--- src/rtl/display_cmd_scheduler_if.sv ---
// Avalon-MM slave command/status port of the display command scheduler.
interface display_cmd_scheduler_if;
  logic        chipselect;
  logic        write;
  logic        read;
  logic        address;
  logic [31:0] writedata;
  logic [31:0] readdata;

  modport master (
    output chipselect, write, read, address, writedata,
    input  readdata
  );

  modport slave (
    input  chipselect, write, read, address, writedata,
    output readdata
  );
endinterface

--- src/rtl/display_cmd_scheduler.sv ---
// Buffers CPU display commands and replays them onto the broadcast bus; frame commits are held
// until vblank start. Optional macro DISPLAY_SCHED_OVF_COUNT_EN adds a dropped-write counter.
module display_cmd_scheduler #(
  parameter int FIFO_DEPTH = 16,
  parameter int V_ACTIVE   = 480
) (
  input  logic                      clk,
  input  logic                      reset,
  display_cmd_scheduler_if.slave    avalon,
  input  logic [9:0]                hcount,
  input  logic [9:0]                vcount,
  output logic [31:0]               cmd_out,
  output logic                      back_buf,
  output logic                      front_buf,
  output logic                      frame_sync
);
  localparam int         AW          = $clog2(FIFO_DEPTH);
  localparam logic [AW:0] FULL_LEVEL = (AW+1)'(FIFO_DEPTH);
  localparam logic [AW:0] ONE_LEVEL  = (AW+1)'(1);
  localparam logic [AW-1:0] ONE_PTR  = AW'(1);
  localparam logic [9:0] VB_LINE     = 10'(V_ACTIVE);
  localparam logic [3:0] INFO_COMMIT = 4'b1111;

  typedef enum logic [1:0] {IDLE, WAIT_VB, SWAP} state_t;

  state_t         state, state_next;
  logic [32:0]    mem [FIFO_DEPTH];
  logic [AW-1:0]  wr_ptr, rd_ptr;
  logic [AW:0]    count;
  logic [32:0]    head;
  logic           full, empty, push_req, push, drop, pop, ctrl_clear;
  logic           in_vb, in_vb_d, vb_event;
  logic [31:0]    cmd_next;
  logic           swap_done;
  logic [15:0]    frame_count;
  logic           ovf_sticky;
  logic [4:0]     ovf_field;
  logic [31:0]    status;
  logic           unused_bits;

  assign full       = (count == FULL_LEVEL);
  assign empty      = (count == '0);
  assign push_req   = avalon.chipselect & avalon.write & ~avalon.address;
  assign push       = push_req & ~full;
  assign drop       = push_req & full;
  assign ctrl_clear = avalon.chipselect & avalon.write & avalon.address & avalon.writedata[0];
  assign head       = mem[rd_ptr];

  // NOTE: the storage array has no reset; count alone decides which entries are valid.
  always_ff @(posedge clk) begin
    if (push) mem[wr_ptr] <= {(avalon.writedata[20:17] == INFO_COMMIT), avalon.writedata};
  end

  always_ff @(posedge clk) begin
    if (reset) begin
      wr_ptr <= '0;
      rd_ptr <= '0;
      count  <= '0;
    end else begin
      if (push) wr_ptr <= wr_ptr + ONE_PTR;
      if (pop)  rd_ptr <= rd_ptr + ONE_PTR;
      case ({push, pop})
        2'b10:   count <= count + ONE_LEVEL;
        2'b01:   count <= count - ONE_LEVEL;
        default: count <= count;
      endcase
    end
  end

  always_ff @(posedge clk) begin
    if (reset) begin
      in_vb   <= 1'b0;
      in_vb_d <= 1'b0;
    end else begin
      in_vb   <= (vcount >= VB_LINE);
      in_vb_d <= in_vb;
    end
  end
  assign vb_event = in_vb & ~in_vb_d;

  always_ff @(posedge clk) begin
    if (reset) state <= IDLE;
    else       state <= state_next;
  end

  always_comb begin
    state_next = state;
    unique case (state)
      IDLE:    if (!empty && head[32]) state_next = WAIT_VB;
      WAIT_VB: if (vb_event)           state_next = SWAP;
      SWAP:                            state_next = IDLE;
      default:                         state_next = IDLE;
    endcase
  end

  // NOTE: every output of this block gets a default first so no latch is inferred.
  always_comb begin
    cmd_next  = '0;
    pop       = 1'b0;
    swap_done = 1'b0;
    unique case (state)
      IDLE: if (!empty && !head[32]) begin
        pop      = 1'b1;
        cmd_next = {head[31:14], back_buf, head[12:0]};
      end
      WAIT_VB: if (vb_event) begin
        pop      = 1'b1;
        cmd_next = {11'b0, INFO_COMMIT, 3'b0, back_buf, 13'b0};
      end
      SWAP:    swap_done = 1'b1;
      default: ;
    endcase
  end

  // The swap command goes out stamped with the old buffer; the toggle lands one cycle later.
  always_ff @(posedge clk) begin
    if (reset) begin
      cmd_out     <= '0;
      back_buf    <= 1'b1;
      frame_sync  <= 1'b0;
      frame_count <= '0;
    end else begin
      cmd_out    <= cmd_next;
      frame_sync <= swap_done;
      if (swap_done) begin
        back_buf    <= ~back_buf;
        frame_count <= frame_count + 16'd1;
      end
    end
  end
  assign front_buf = ~back_buf;

  always_ff @(posedge clk) begin
    if (reset)           ovf_sticky <= 1'b0;
    else if (ctrl_clear) ovf_sticky <= 1'b0;
    else if (drop)       ovf_sticky <= 1'b1;
  end

`ifdef DISPLAY_SCHED_OVF_COUNT_EN
  logic [4:0] ovf_count;
  always_ff @(posedge clk) begin
    if (reset)                              ovf_count <= '0;
    else if (ctrl_clear)                    ovf_count <= '0;
    else if (drop && ovf_count != 5'd31)    ovf_count <= ovf_count + 5'd1;
  end
  assign ovf_field = ovf_count;
`else
  assign ovf_field = 5'd0;
`endif

  assign status = {frame_count, ovf_field, ovf_sticky, (state == WAIT_VB), back_buf, 8'(count)};

  always_ff @(posedge clk) begin
    if (reset)                                avalon.readdata <= '0;
    else if (avalon.chipselect && avalon.read) avalon.readdata <= status;
  end

  // Raster column and the CPU's own pp_selc bit play no part in scheduling.
  assign unused_bits = ^{hcount, head[13]};
endmodule

--- src/flat_wrapper.sv ---
// flat-port wrapper written by rule: the top's interface ports become plain ports
module display_cmd_scheduler_flat 
#(
  parameter int FIFO_DEPTH = 16,
  parameter int V_ACTIVE   = 480
)
  (clk, reset, hcount, vcount, cmd_out, back_buf, front_buf, frame_sync, avalon_chipselect, avalon_write, avalon_read, avalon_address, avalon_writedata, avalon_readdata);
  display_cmd_scheduler_if avalon_i ();
  input  logic clk;
  input  logic reset;
  input  logic [9:0] hcount;
  input  logic [9:0] vcount;
  output logic [31:0] cmd_out;
  output logic back_buf;
  output logic front_buf;
  output logic frame_sync;
  input wire logic [$bits(avalon_i.chipselect)-1:0] avalon_chipselect;
  input wire logic [$bits(avalon_i.write)-1:0] avalon_write;
  input wire logic [$bits(avalon_i.read)-1:0] avalon_read;
  input wire logic [$bits(avalon_i.address)-1:0] avalon_address;
  input wire logic [$bits(avalon_i.writedata)-1:0] avalon_writedata;
  output wire logic [$bits(avalon_i.readdata)-1:0] avalon_readdata;
  assign avalon_i.chipselect = avalon_chipselect;
  assign avalon_i.write = avalon_write;
  assign avalon_i.read = avalon_read;
  assign avalon_i.address = avalon_address;
  assign avalon_i.writedata = avalon_writedata;
  assign avalon_readdata = avalon_i.readdata;
  display_cmd_scheduler #(.FIFO_DEPTH(FIFO_DEPTH), .V_ACTIVE(V_ACTIVE)) u_core (.clk(clk), .reset(reset), .avalon(avalon_i), .hcount(hcount), .vcount(vcount), .cmd_out(cmd_out), .back_buf(back_buf), .front_buf(front_buf), .frame_sync(frame_sync));
endmodule
--- config.mk ---
export PLATFORM = sky130hd
export DESIGN_NAME = display_cmd_scheduler_flat
export DESIGN_NICKNAME = d
export VERILOG_FILES = /design/src/rtl/display_cmd_scheduler_if.sv /design/src/rtl/display_cmd_scheduler.sv /design/src/flat_wrapper.sv
export SDC_FILE = /design/constraint.sdc
export NUM_CORES = 1
export LEC_CHECK = 0
export ABC_AREA = 1
export CORE_MARGIN = 1
export CORE_UTILIZATION = 30
export DETAILED_ROUTE_END_ITERATION = 10
export HOLD_SLACK_MARGIN = 0.15
export SYNTH_ARGS = -nofsm -noshare
export SYNTH_HDL_FRONTEND = slang
export SYNTH_SLANG_ARGS = --single-unit
--- constraint.sdc ---
create_clock -name clk -period 7.6 [get_ports clk]
set_input_delay 2.28 -clock clk [delete_from_list [all_inputs] [get_ports clk]]
set_output_delay 2.28 -clock clk [all_outputs]
set_load 0.05 [all_outputs]
# [After elaboration in Yosys (flattened, before gate mapping)]
# Memories as Yosys holds them, arrays and structs flattened. A register that Yosys moved wholly into a read port is not among the register bits.
# Cells that the tools add are included.
[word_totals] register_bits=92 ramBits=528 out_inout_bits=67 wordCells=63 memories=1
[memory_table] name="u_core.mem" depth=16 word_bits=33 rd=1 rd_clocked_by_memory_dff=1 write_ports=1 line_no="display_cmd_scheduler.sv:27" text="logic [32:0] mem [FIFO_DEPTH];"
[classes] add_sub_neg=5 magnitude_cmp=1 n_eq_ne=8 mux=15 bitwise=11 n_reduce_logical=10
[ops] op="one-hot mux 32 bit (2 select lines)" count=1
[ops] op="2-to-1 mux 32 bit" count=1
[ops] op="2-to-1 mux 21 bit" count=1
[ops] op="adder 16 x 1 -> 16 bit, second input constant" count=1
[ops] op=">= comparator 10 x 9 -> 1 bit, second input constant" count=1
[ops] op="one-hot mux 5 bit (2 select lines)" count=1
[ops] op="adder 4 x 1 -> 4 bit, second input constant" count=2
[ops] op="2-to-1 mux 4 bit" count=2
[ops] op="AND 1 bit" count=7
[ops] op="adder 5 x 1 -> 5 bit, second input constant" count=1
[ops] op="== test 5 bit, second input constant" count=1
[ops] op="zero test 5 bit" count=1
[ops] op="2-to-1 mux 1 bit" count=5
[ops] op="subtractor 5 x 1 -> 5 bit, second input constant" count=1
[ops] op="== test 2 x 1 -> 1 bit, second input constant" count=2
[ops] op="== test 2 bit, second input constant" count=2
[ops] op="== test 4 bit, second input constant" count=1
[ops] op="2-to-1 mux 2 bit" count=2
[ops] op="!= test 2 x 1 -> 1 bit, second input constant" count=2
[ops] op="NOT 1 bit" count=4
[ops] op="one-hot mux 2 bit (2 select lines)" count=1
[ops] op="logical AND 1 bit" count=3
[ops] op="zero test 1 bit" count=2
[ops] op="zero test 2 bit" count=1
[ops] op="4 further kinds" count=4

# [Depth between registers and ports, before layout]
[logic_depth] ltp_word=7 depth_mapped=21 ltp_nobuf=19

# [Least setup slack after synthesis]
# No wires, ideal clock.
[synth_timing] path_type="input-to-reg" from="input port avalon_write" to="memory u_core.mem[11][0] (enable)" setup_ps=421 t_arrival_ps=4276 t_required_ps=7179 slack_ps=2903 stages=6 path_buffers=0 cell_sequence="inv_1 -> nor3_1 -> nand2_1 -> inv_1 -> nand2_1 -> nor2_1"
[synth_via] elab_chain_len=5
[synth_lines] item="start: declaration" line_no="flat_wrapper.sv:18" text="input wire logic [$bits(avalon_i.write)-1:0] avalon_write;"
[synth_lines] item="AND 1 bit (2 in a row)" line_no="display_cmd_scheduler.sv:43" text="assign push_req = avalon.chipselect & avalon.write & ~avalon.address;"
[synth_lines] item="AND 1 bit" line_no="display_cmd_scheduler.sv:44" text="assign push = push_req & ~full;"
[synth_lines] item="2-to-1 mux 1 bit" line_no="display_cmd_scheduler.sv:51" text="if (push) mem[wr_ptr] <= {(avalon.writedata[20:17] == INFO_COMMIT), avalon.writedata};"
[synth_lines] item="2-to-1 mux 1 bit (implied by the code)" line_no="display_cmd_scheduler.sv:51"
[synth_lines] item="end: declaration" line_no="display_cmd_scheduler.sv:27"
# Every way passes these cells.

# [Worst setup path after layout]
[layout_timing] from="input port avalon_write" to="memory u_core.mem[5][26] (enable)"
# Same word-level chain as after synthesis.

==> results_dict.tcl <==
set metrics [dict create \
    critPathLaunch "avalon_write" \
    finalWirelength_mm 57.5 \
    crit_fanout 25 \
    die_h_um 281 \
    ios 125 \
    start_kind "primary input" \
    finalSetupTns_ns 0 \
    multiInputGateArea_um2 5400 \
    worst_pin_slew_ns 1.16 \
    cp.depth 8 \
    cp.required_ns 7.95 \
    synth-adder-area-share_pct 0.482 \
    fillCellCount 7278 \
    ys.flop_type "edfxtp_1" \
    critPathBufInv 4 \
    via_per_inst 5.00 \
    rsz0062_at_grt "false" \
    synth_xor_area_share_pct 0.187 \
    hold_path_class "reg -> reg" \
    area_delta_synth_final_pct 17.2 \
    synth_edf_count 512 \
    syn_inst 1811 \
    synth-simple-area-share_pct 9.99 \
    die-area_um2 79000 \
    ff_latch_area_um2 17300 \
    setup_viol 0 \
    cts_tree "built" \
    synth_compound_area_share_pct 11.8 \
    crit_chain "clkdlybuf4s50_1 -> inv_1 -> nor3_1 -> nand2_1 -> inv_1 -> nand2_1 -> nor2_4 -> buf_4" \
    syn_avg_cell_area_um2 12.9 \
    avgRoutedWirePerCell_um 19.5 \
    clock-sinks 608 \
    max_slew_margin_pct 22.3 \
    track_usage_pct 14.3 \
    htree_levels 2 \
    cts-buffers-inserted 58 \
    grt_first_pass_wirelength_mm 86.2 \
    ant_nets 0 \
    hold_violations 0 \
    grt_overflow 0 \
    r2r_slack_ns 3.65 \
    slowest_stage "nor2_4" \
    root_buffer "clkbuf_16" \
    synth.area.mux_share_pct 0 \
    r2r-end "u_core.count[4]$_SDFFE_PP0P_" \
    portBuffers 100 \
    dpl.hpwl_mm 30.6 \
    drtIter0Drc 1242 \
    initial_core_util_pct 30.6 \
    finClkSkew_ns 0.0518 \
    drtPass1Iterations 5 \
    drv_cap 0 \
    ir_worst_vdd_v 0.000236 \
    async_reset_ff_share_pct 0 \
    arrival_ns 5.04 \
    drc_errors 0 \
    drive_gt1_share_pct 7.89 \
    antenna_found_initial 2 \
    crit_type "in -> reg" \
    fmaxAchievable_mhz 213 \
    crit_end "u_core.mem[5][26]$_DFFE_PP_" \
    p_per_area_nw_per_um2 317 \
    cts_buffer_depth 3 \
    synth_cell_types 40 \
    insertion_delay_ns 0.65 \
    place_congestion 0.750 \
    cp_top_family "simple AND/OR/NAND/NOR gates" \
    ys_ff_latch 608 \
    yosysSeqAreaShare_pct 74.0 \
    yosysWarnings 0 \
    first_global_vias 14500 \
    rr_worst_depth 17 \
    outcome "complete, no violations" \
    vias 14800 \
    die_x_um 281 \
    critPathMaxStageDelay_ns 0.89 \
    worstSetupEndpointType "flip-flop" \
    core_area_um2 76500 \
    whs_ns 0.452 \
    p_leak_uw 0.00900 \
    clk_pin_slew_ns 0.06 \
    fin_util_pct 35.8 \
    fin_nets 1946 \
    synth_top_family_by_area "compound AO/OA/AOI/OAI gates" \
    cts_resized 0 \
    post_cts_buffers 0 \
    min_period_ns 4.69 \
    fin_crit_sh_pct 61.7 \
    synth_area_um2 23400 \
    hold_buffers 0 \
    grt_max_degree 165 \
    rows 101 \
    final_max_slew_viol_count 0 \
]
[worst register-to-register path: stages, from the launching register on]
cell and delay [ns]:
dfxtp_2 0.30, buf_4 0.33, inv_2 0.85, nand3_1 0.21
nand3_2 0.15, nand3_4 0.44, nand2_4 0.35, ha_1 0.32
xor2_1 0.21, ha_1 0.17, inv_1 0.03, nand2_1 0.09
nand2_1 0.08, nand2_1 0.07, nand2_1 0.05, nand2_1 0.06
nand2_1 0.05, a21oi_1 0.12
[cell families after synthesis]
kind of cell,after synthesis
AOI/OAI and AO/OA,451
xor gates and xnor gates,5
adders and majority gates,9
buffers and inverters,185
DFF,608
other,1
and+or+nand+nor,552
[sequential cells by signal, summed over array words and instances, names as in the netlist, 2 cells and up, named ones only]
register	cells
u_core.count	5
u_core.rd_ptr	4
u_core.frame_count	16
u_core.avalon.readdata	24
u_core.mem	512
u_core.cmd_out	32
u_core.wr_ptr	4
u_core.state	2
[placed cells by master (no fill, tap or decap), drive strengths merged, types with 52 or more instances in the layout]
master and count:
dfxtp 96, a221oi 86, clkbuf 78, nor2 55
inv 61, nand3 52, a21oi 262, clkdlybuf4s50 99
edfxtp 512, nand2 363
[report_power, final]
part	leakage [uW]	switching (uW)	internal [uW]
logic	0.00268	1380	562
clock network	0.000928	1260	1660
registers	0.00540	120	3700
[area by class of cell]
type	instances	area share [%]
clock buffers	78	5.83
multi-input cells	1025	19.7
clock inverters	29	1.28
repair buffers	128	4.45
inverters	58	0.822
flip-flops and latches	608	63.2
diodes	1	0.00914
well taps	1030	4.71
[layer usage]
layer / vias up / part of all wire (%) / global-route usage [%]
li1: 6875 / - / -
met1: 7376 / 43 / 18.5
met2: 456 / 49 / 24.4
met3: 81 / 5.6 / 2.40
met4: 4 / 2.3 / 4.61
met5: - / 0.047 / 0
[metrics by stage]
| step | cell area (um^2) | std cells | total power, uW | setup WS [ns] |
|---|---|---|---|---|
| final | 27400 | 2957 | 8690 | 2.91 |
| after global routing | 27400 | 2956 | 9060 | 2.74 |
| after CTS | 27400 | 2956 | 8760 | 2.88 |
| after detailed placement | 25400 | 2849 | 5840 | 2.21 |
| after global placement | 25400 | 2849 | 5780 | 2.21 |
| after floorplan | 23400 | 1818 | 5270 | 2.90 |
[cells in the mapped netlist, drive strengths merged (9+ instances only)]
library cell,count,area [um^2]
edfxtp,512,15400
nand2,363,1370
a21oi,262,1310
dfxtp,96,1920
a221oi,86,753
buf,83,432
inv,58,218
nor2,55,214
nand3,52,283
o21ai,48,240
nor3,45,235
clkbuf,44,165
nor4,28,175
a311oi,22,193
a22oi,12,90.1
ha,9,113
[worst min path at each step]
| stage | end | cells past startpoint | startpoint |
|---|---|---|---|
| floorplan | u_core.frame_count[15]$_SDFFE_PP0P_ | 1 | u_core.frame_count[15]$_SDFFE_PP0P_ |
| CTS | u_core.frame_count[15]$_SDFFE_PP0P_ | 1 | u_core.frame_count[15]$_SDFFE_PP0P_ |
| finish | u_core.frame_count[15]$_SDFFE_PP0P_ | 1 | u_core.frame_count[15]$_SDFFE_PP0P_ |
| detailed placement | u_core.frame_count[15]$_SDFFE_PP0P_ | 1 | u_core.frame_count[15]$_SDFFE_PP0P_ |
| global placement | u_core.frame_count[15]$_SDFFE_PP0P_ | 1 | u_core.frame_count[15]$_SDFFE_PP0P_ |
| global route | u_core.frame_count[15]$_SDFFE_PP0P_ | 1 | u_core.frame_count[15]$_SDFFE_PP0P_ |
No activity file was read; power rests on OpenSTA's default activity.
